File: config.mk
export PLATFORM = sky130hd
export DESIGN_NAME = penalty_round_ctl
export DESIGN_NICKNAME = d
export VERILOG_FILES = /design/src/rtl/penalty_round_ctl.sv
export SDC_FILE = /design/constraint.sdc
export NUM_CORES = 1
export LEC_CHECK = 0
export ABC_CLOCK_PERIOD_IN_PS = 5150
export CAP_MARGIN = 20
export CORE_MARGIN = 2
export CORE_UTILIZATION = 55
export CTS_BUF_LIST = sky130_fd_sc_hd__clkbuf_4
export CTS_CLUSTER_SIZE = 12
export DETAILED_ROUTE_END_ITERATION = 16
export HOLD_SLACK_MARGIN = 0.05
export PLACE_DENSITY_LB_ADDON = 0.3
export SLEW_MARGIN = 5
export SYNTH_ARGS = -nofsm -noshare
export SYNTH_HDL_FRONTEND = slang
export SYNTH_SLANG_ARGS = --single-unit
File: constraint.sdc
create_clock -name clk_i -period 5.15 [get_ports clk_i]
set_input_delay 1.03 -clock clk_i [delete_from_list [all_inputs] [get_ports clk_i]]
set_output_delay 1.03 -clock clk_i [all_outputs]
set_load 0.03 [all_outputs]
File: src/rtl/penalty_round_ctl.sv
// Penalty-round sequencer: waits for a shot, times the ball flight, judges goal
// or save against the gloves position, holds the result and keeps the match tally.
module penalty_round_ctl #(
    parameter int unsigned FLIGHT_TICKS = 32_500_000,
    parameter int unsigned SHOW_TICKS   = 65_000_000,
    parameter int unsigned AIM_TIMEOUT  = 325_000_000,
    parameter int unsigned HIT_X        = 64,
    parameter int unsigned HIT_Y        = 48,
    parameter int unsigned MAX_ROUNDS   = 5
) (
    input  logic        clk_i,
    input  logic        rst_i,
    input  logic        round_start_i,
    input  logic        match_clear_i,
    input  logic        shot_valid_i,
    input  logic [11:0] shot_xpos_i,
    input  logic [11:0] shot_ypos_i,
    input  logic [11:0] gloves_xpos_i,
    input  logic [11:0] gloves_ypos_i,
    output logic        ball_launch_o,
    output logic [11:0] ball_xpos_o,
    output logic [11:0] ball_ypos_o,
    output logic        in_flight_o,
    output logic        is_scored_o,
    output logic        round_done_o,
    output logic [3:0]  goals_o,
    output logic [3:0]  saves_o,
    output logic [3:0]  rounds_o,
    output logic        match_over_o,
    output logic        busy_o,
    output logic [2:0]  dbg_state_o
);

    // Handshake: round_start_i, match_clear_i and shot_valid_i are single-cycle
    // pulses sampled on the rising edge; there is no back-pressure on any input.

    typedef enum logic [2:0] {
        S_IDLE   = 3'd0,
        S_AIM    = 3'd1,
        S_FLIGHT = 3'd2,
        S_JUDGE  = 3'd3,
        S_SHOW   = 3'd4
    } state_e;

    localparam logic [31:0] FLIGHT_LAST = 32'(FLIGHT_TICKS - 1);
    localparam logic [31:0] SHOW_LAST   = 32'(SHOW_TICKS - 1);
    localparam logic [31:0] AIM_LAST    = 32'(AIM_TIMEOUT - 1);
    localparam logic [3:0]  ROUNDS_MAX  = 4'(MAX_ROUNDS);
    localparam logic [12:0] HIT_X_LIM   = 13'(HIT_X);
    localparam logic [12:0] HIT_Y_LIM   = 13'(HIT_Y);

    state_e      state_q, state_d;
    logic [31:0] timer_q, timer_d;
    logic        forced_q, forced_d;
    logic [11:0] ball_x_q, ball_x_d;
    logic [11:0] ball_y_q, ball_y_d;
    logic        launch_q, launch_d;
    logic        in_flight_q, in_flight_d;
    logic        is_scored_q, is_scored_d;
    logic        done_q, done_d;
    logic [3:0]  goals_q, goals_d;
    logic [3:0]  saves_q, saves_d;
    logic [3:0]  rounds_q, rounds_d;
    logic        match_over_q, match_over_d;
    logic        busy_q, busy_d;

    // Distances are taken on 13-bit signed differences so gloves left of or
    // above the ball still produce a positive magnitude.
    logic signed [12:0] diff_x, diff_y;
    logic [12:0]        abs_x, abs_y;
    logic               in_window;

    always_comb begin
        diff_x    = $signed({1'b0, ball_x_q}) - $signed({1'b0, gloves_xpos_i});
        diff_y    = $signed({1'b0, ball_y_q}) - $signed({1'b0, gloves_ypos_i});
        abs_x     = diff_x[12] ? 13'(-diff_x) : 13'(diff_x);
        abs_y     = diff_y[12] ? 13'(-diff_y) : 13'(diff_y);
        in_window = (abs_x <= HIT_X_LIM) && (abs_y <= HIT_Y_LIM);
    end

    always_comb begin
        state_d      = state_q;
        timer_d      = timer_q;
        forced_d     = forced_q;
        ball_x_d     = ball_x_q;
        ball_y_d     = ball_y_q;
        launch_d     = 1'b0;
        in_flight_d  = 1'b0;
        is_scored_d  = is_scored_q;
        done_d       = 1'b0;
        goals_d      = goals_q;
        saves_d      = saves_q;
        rounds_d     = rounds_q;
        match_over_d = (rounds_q == ROUNDS_MAX);

        case (state_q)
            S_IDLE: begin
                if (round_start_i && !match_over_q) begin
                    state_d = S_AIM;
                    timer_d = 32'd0;
                end
            end
            S_AIM: begin
                // A shot in the timeout cycle still counts as a shot.
                if (shot_valid_i) begin
                    ball_x_d    = shot_xpos_i;
                    ball_y_d    = shot_ypos_i;
                    launch_d    = 1'b1;
                    in_flight_d = 1'b1;
                    forced_d    = 1'b0;
                    state_d     = S_FLIGHT;
                    timer_d     = 32'd0;
                end else if (timer_q == AIM_LAST) begin
                    forced_d = 1'b1;
                    state_d  = S_JUDGE;
                    timer_d  = 32'd0;
                end else begin
                    timer_d = timer_q + 32'd1;
                end
            end
            S_FLIGHT: begin
                if (timer_q == FLIGHT_LAST) begin
                    state_d = S_JUDGE;
                    timer_d = 32'd0;
                end else begin
                    in_flight_d = 1'b1;
                    timer_d     = timer_q + 32'd1;
                end
            end
            S_JUDGE: begin
                if (forced_q || in_window) begin
                    is_scored_d = 1'b0;
                    saves_d     = (saves_q == 4'hF) ? saves_q : saves_q + 4'd1;
                end else begin
                    is_scored_d = 1'b1;
                    goals_d     = (goals_q == 4'hF) ? goals_q : goals_q + 4'd1;
                end
                state_d = S_SHOW;
                timer_d = 32'd0;
            end
            S_SHOW: begin
                if (timer_q == SHOW_LAST) begin
                    rounds_d = (rounds_q == 4'hF) ? rounds_q : rounds_q + 4'd1;
                    done_d   = 1'b1;
                    state_d  = S_IDLE;
                    timer_d  = 32'd0;
                end else begin
                    timer_d = timer_q + 32'd1;
                end
            end
            default: begin
                state_d = S_IDLE;
                timer_d = 32'd0;
            end
        endcase

        // Clearing the match aborts the round and cancels anything it would
        // have produced in this cycle; the last ball position is kept.
        if (match_clear_i) begin
            state_d      = S_IDLE;
            timer_d      = 32'd0;
            forced_d     = 1'b0;
            ball_x_d     = ball_x_q;
            ball_y_d     = ball_y_q;
            launch_d     = 1'b0;
            in_flight_d  = 1'b0;
            is_scored_d  = 1'b0;
            done_d       = 1'b0;
            goals_d      = 4'd0;
            saves_d      = 4'd0;
            rounds_d     = 4'd0;
            match_over_d = 1'b0;
        end

        busy_d = (state_d != S_IDLE);
    end

    always_ff @(posedge clk_i) begin
        if (rst_i) begin
            state_q      <= S_IDLE;
            timer_q      <= 32'd0;
            forced_q     <= 1'b0;
            ball_x_q     <= 12'd0;
            ball_y_q     <= 12'd0;
            launch_q     <= 1'b0;
            in_flight_q  <= 1'b0;
            is_scored_q  <= 1'b0;
            done_q       <= 1'b0;
            goals_q      <= 4'd0;
            saves_q      <= 4'd0;
            rounds_q     <= 4'd0;
            match_over_q <= 1'b0;
            busy_q       <= 1'b0;
        end else begin
            state_q      <= state_d;
            timer_q      <= timer_d;
            forced_q     <= forced_d;
            ball_x_q     <= ball_x_d;
            ball_y_q     <= ball_y_d;
            launch_q     <= launch_d;
            in_flight_q  <= in_flight_d;
            is_scored_q  <= is_scored_d;
            done_q       <= done_d;
            goals_q      <= goals_d;
            saves_q      <= saves_d;
            rounds_q     <= rounds_d;
            match_over_q <= match_over_d;
            busy_q       <= busy_d;
        end
    end

    assign ball_launch_o = launch_q;
    assign ball_xpos_o   = ball_x_q;
    assign ball_ypos_o   = ball_y_q;
    assign in_flight_o   = in_flight_q;
    assign is_scored_o   = is_scored_q;
    assign round_done_o  = done_q;
    assign goals_o       = goals_q;
    assign saves_o       = saves_q;
    assign rounds_o      = rounds_q;
    assign match_over_o  = match_over_q;
    assign busy_o        = busy_q;
    assign dbg_state_o   = state_q;

endmodule

### After elaboration in Yosys (flattened, before gate mapping)

Cells that the tools add are included.

* register bits after elaboration: 78
* bits of input ports: 53
* output and inout bits: 45
* logic and storage cells: 80

* add/sub/neg operators: 8
* $lt $le $gt $ge: 2
* equality and inequality tests: 12
* mux-type cells: 22
* bitwise logic cells: 7
* reduce and logical (&&, ||, !) cells: 15

Operators by type and width (number)
* $mux 32: 5
* $pmux 32 s4: 1
* $add 32x1->32 const B: 1
* $eq 32x25->1 const B: 1
* $eq 32x26->1 const B: 1
* $eq 32x29->1 const B: 1
* $mux 13: 2
* $neg 13->13: 2
* $sub 12x12->13: 2
* $mux 3: 6
* $pmux 3 s5: 1
* $le 13x6->1 const B: 1
* $le 13x7->1 const B: 1
* $add 4x1->4 const B: 3
* $eq 4x4->1 const B: 3
* $reduce_and 3->1: 4
* $not 1->1: 7
* $eq 3x2->1 const B: 2
* $mux 1: 6
* $reduce_or 3->1: 2
* $eq 4x3->1 const B: 1
* $eq 3x1->1 const B: 1
* $eq 3x3->1 const B: 1
* $logic_not 3->1: 1
* other kinds (9): 10

### Depth between registers and ports, before layout

* depth in word-level cells: 8
* gate-level depth with buffers: 15

### Worst setup path before layout

Ideal clock, no wire load.

* path type: input to register
* start point: input gloves_xpos_i[0]
* end point: register saves_q[2] (netlist: saves_o[2])
* setup time: 0.115 ns
* arrival: 4.070 ns
* path slack: 0.965 ns
* stages on the path: 14
* buffers on the path: 1
* path through: ha_1 > fa_1 > nand2b_1 > a211oi_2 > o21ai_1 > xnor2_1 > or4_4 > nor2_2 > o32ai_1 > nor4_2 > a21oi_2 > buf_6 > o31a_1 > o21a_1

* word-level cells in the longest chain between the ends: 7

RTL lines
* from (decl): RTL line 18 `input logic [11:0] gloves_xpos_i,`
* $sub 12x12->13 *: RTL line 74 `diff_x = $signed({1'b0, ball_x_q}) - $signed({1'b0, gloves_xpos_i});`
* $neg 13->13: RTL line 76 `abs_x = diff_x[12] ? 13'(-diff_x) : 13'(diff_x);`
* $mux 13 *: RTL line 76
* $le 13x7->1 *: RTL line 78 `in_window = (abs_x <= HIT_X_LIM) && (abs_y <= HIT_Y_LIM);`
* $logic_and 1x1->1 *: RTL line 78
* $logic_or 1x1->1 *: RTL line 131 `if (forced_q || in_window) begin`
* $reduce_and 3->1 (no source line) *
* to (signal assigned): RTL line 205 `saves_q <= saves_d;`
* to (decl): RTL line 62 `logic [3:0] saves_q, saves_d;`

Mark *: on every way between the ends. The rest lies on a longest branch, timed or not.
A chain may end at the register's enable or synchronous reset.

### Final worst setup path

* start point: input gloves_ypos_i[0]
* end point: register saves_q[3] (netlist: saves_o[3])

* word-level cells in the longest chain between the ends: 7

RTL lines
* from (decl): RTL line 19 `input logic [11:0] gloves_ypos_i,`
* $sub 12x12->13 *: RTL line 75 `diff_y = $signed({1'b0, ball_y_q}) - $signed({1'b0, gloves_ypos_i});`
* $neg 13->13: RTL line 77 `abs_y = diff_y[12] ? 13'(-diff_y) : 13'(diff_y);`
* $mux 13 *: RTL line 77
* $le 13x6->1 *: RTL line 78
* $logic_and 1x1->1 *: RTL line 78
* $logic_or 1x1->1 *: RTL line 131
* $reduce_and 3->1 (no source line) *

Marked as above.

==> results by group <==
Run status
  • Status: complete, no violations

Cells and area
  • Filler Cells Inserted: 801
  • Layout cells sized above 1: 9.264%
  • Final Instance Count excl. Fillers: 921
  • Antenna Cells: 0
  • Final net count: 867
  • Area Growth Syn to Fin: 22.24%

Drt
  • Antenna Nets Post-Route: 0
  • Via density: 5.901
  • Drt drc: 0
  • DR WL/cell: 16.30 µm
  • First-pass detailed-route iteration total: 5
  • Routed Wire Length: 15020 µm
  • Starting DRT DRC Count: 202
  • Via count: 5435

Logic synthesis
  • Dominant register cell in the synthesized netlist: dfxtp_1
  • Synth warn: 0
  • Mapped Nets: 775
  • Post-synth EDFFs: 0
  • #FFs+latches synth: 78
  • Share of flip-flops with an asynchronous set or reset: 0%
  • Post-synthesis average cell area: 7.953 µm²
  • Sequential area share after synthesis: 28.42%
  • Cells after synthesis: 691
  • Cell Area, Synth: 5495 µm²
  • Library cells used by synthesis: 92

Worst setup path
  • Crit Path Max Fanout: 11
  • R2r setup slk: 1.10 ns
  • Crit end category: flip-flop
  • Worst Path Buf+Inv: 1
  • Setup CP Type: input port to flip-flop
  • Worst path cell trace: clkdlybuf4s50_1 > ha_1 > fa_1 > nand2b_1 > a211oi_2 > o22ai_2 > o21bai_1 > xor2_1 > nor3b_2 > a221o_1 > nor4_2 > a21oi_2 > o31a_2 > o21a_1
  • CP max stage delay: 0.41 ns
  • Slowest-stage cell, CP: fa_1
  • Top Family by Delay on Critical Path: compound AO/OA/AOI/OAI gates
  • Startpoint types: input port
  • Critical path arrival: 4.97 ns
  • Worst EP required: 5.48 ns

Power and ir drop
  • PD cells: 190.8 nW/µm²
  • Leakage power: 2.490 nW
  • Power, Total: 0.001282 W
  • Peak supply drop: 0.0001887 V

STA
  • Final worst path period need: 4.635 ns
  • Fin crit share: 90.01%
  • Worst slew margin: 44.56%
  • Final Max Slew Viols: 0
  • Final Skew: 0.02330 ns
  • Slew at the pin closest to its max-slew limit: 0.8241 ns
  • FMAX: 215.7 MHz
  • Final hold vios: 0
  • RSZ-0062 raised after global routing: no
  • Setup TNS: 0 ns
  • Setup Viol. Count Final: 0

Global route
  • Total global routing overflow: 0
  • First-pass GRT wire length: 24800 µm
  • Vias in the first global route: 5169
  • Largest net degree at the start of global routing: 28
  • Initial antenna violation count: 0
  • Total global-route track usage: 27.54%

Floorplan
  • DIE HEIGHT: 104.0 µm
  • Row cnt: 36
  • Die Wd: 104.0 µm
  • Die ar.: 10810 µm²
  • I/O pin cnt: 98
  • Initial Utilization: 56.48%
  • Total core area: 9729 µm²

Clock network
  • CTS Buf Count: 9
  • CTS tree: built
  • # resized after CTS: 0
  • Clock Tree Root: clkbuf_4
  • Setup Fix Bufs, Post-CTS: 0
  • Clock slew at reported path FFs: 0.13 ns
  • H-tree levels: 3
  • Clock buffer depth: 2
  • Hold Buf Count CTS: 0
  • Clk_lat worst skew: 0.43 ns
  • CTS Sinks: 78

Placement
  • Port Buffer Count: 97
  • Placed cells: 904
  • Detail Placement HPWL: 11330 µm
  • RD Place Congestion: 0.9130

Run
  • Max-cap viol count: 0

Worst hold path
  • Hold Crit Class: flip-flop to flip-flop
[layer usage]
layer | vias to the layer above | wire length [µm] | GRT usage [%]
li1 | 2663 | - | -
met4 | 0 | 77 | 5.116
met2 | 176 | 7177 | 44.92
met3 | 8 | 886 | 4.762
met1 | 2588 | 6873 | 38.59
met5 | - | 0 | 0
[final cells by class]
| class | count | area, µm² | share of cell area [%] |
|---|---|---|---|
| Clock buffer | 9 | 67.56 | 1.006 |
| Clock inverter | 7 | 96.34 | 1.434 |
| Inverter | 32 | 120.1 | 1.788 |
| Multi-Input combinational cell | 561 | 3701 | 55.09 |
| Sequential cell | 78 | 1562 | 23.24 |
| Tap cell | 133 | 166.4 | 2.477 |
| Timing Repair Buffer | 101 | 1005 | 14.96 |
[worst reg2reg max path, cell delays in order, from the launching register on]
cell and delay (ns):
dfxtp_1 0.39, inv_1 0.06, ha_1 0.22, fa_1 0.41, nand2b_1 0.21, a211oi_2 0.31
o22ai_2 0.22, o21bai_1 0.23, xor2_1 0.37, nor3b_2 0.11, a221o_1 0.35, nor4_2 0.30
a21oi_2 0.23, o31a_2 0.38, o21a_1 0.18
[registers in the layout, indices dropped and copies added (netlist names), 3 cells and up]
register and count:
timer_q 32, saves_o 4, ball_ypos_o 12, ball_xpos_o 12, goals_o 4, dbg_state_o 3, rounds_o 4
[report_power, final]
group / internal [W] / switching [W] / total, W / leakage [nW]
clock: 0.000199 / 0.000241 / 0.000439 / 0.0806
combinational: 0.000105 / 0.000126 / 0.000231 / 1.78
sequential: 0.000608 / 0.00000399 / 0.000612 / 0.629
[cell usage in the layout (no fill, tap or decap), types with 7 or more instances in the layout]
cell               n
nor2_1            63
a21o_1             7
inv_1             32
clkdlybuf4s50_1   97
and3_1            13
o21ai_0           18
or3_1             11
a31oi_1            7
ha_1              29
nor4_1             9
nand4_1            7
xor2_1            27
xnor2_1           19
dfxtp_1           78
nand3_1           25
nand2b_1           8
clkbuf_4           9
nor3_1            12
a21oi_1           54
nand2_1          102
nor2b_1            7
[metrics by stage]
stage	hold WS, ns	instance area [µm²]	util, %	worst slack (ns)
6_report	0.4885	6718	69.05	0.5145
5_1_grt	0.5072	6718	69.05	0.3224
4_1_cts	0.4889	6706	68.93	0.6091
3_5_place_dp	0.4679	6543	67.25	0.1240
3_3_place_gp	0.4467	6543	67.25	0.2906
2_1_floorplan	0.4534	5495	-	0.9650
[cell usage after synthesis, drive strengths merged (8+ instances only)]
cell type	number	share of area [%]
ha	29	6.6
nand3	25	2.3
or3	11	1.3
a31oi	8	1.2
and3	16	1.9
xor2	28	4.6
nor2b	9	1.2
nand4	8	1.0
nand2b	8	0.91
nand2	102	7.0
clkbuf	15	1.2
xnor2	20	3.3
inv	32	2.2
dfxtp	78	28
o21ai	27	2.8
nor4	10	1.3
a21oi	59	5.7
a211oi	10	2.0
nor2	67	4.7
nor3	13	1.3
[cell families (layout without fill, tap and decap cells)]
kind of cell,Yosys count,after routing,share of synthesized area [%]
adders and majority gates,31,31,7.332
DFF,78,78,28.42
muxes,7,7,1.321
buffers and inverters,52,149,4.280
AOI/OAI and AO/OA,164,164,21.43
xor gates and xnor gates,48,48,7.924
and+or+nand+nor,311,311,29.30
[final timing paths]
| check | cells after the start | startpoint | endpoint |
|---|---|---|---|
| setup / recovery | 14 | gloves_ypos_i[0] | saves_o[3] |
| hold / removal | 2 | ball_ypos_o[2] | ball_ypos_o[2] |
| setup reg to reg | 14 | ball_ypos_o[0] | saves_o[3] |
| hold reg to reg | 2 | ball_ypos_o[2] | ball_ypos_o[2] |
Power figures use the tool's default switching activity.
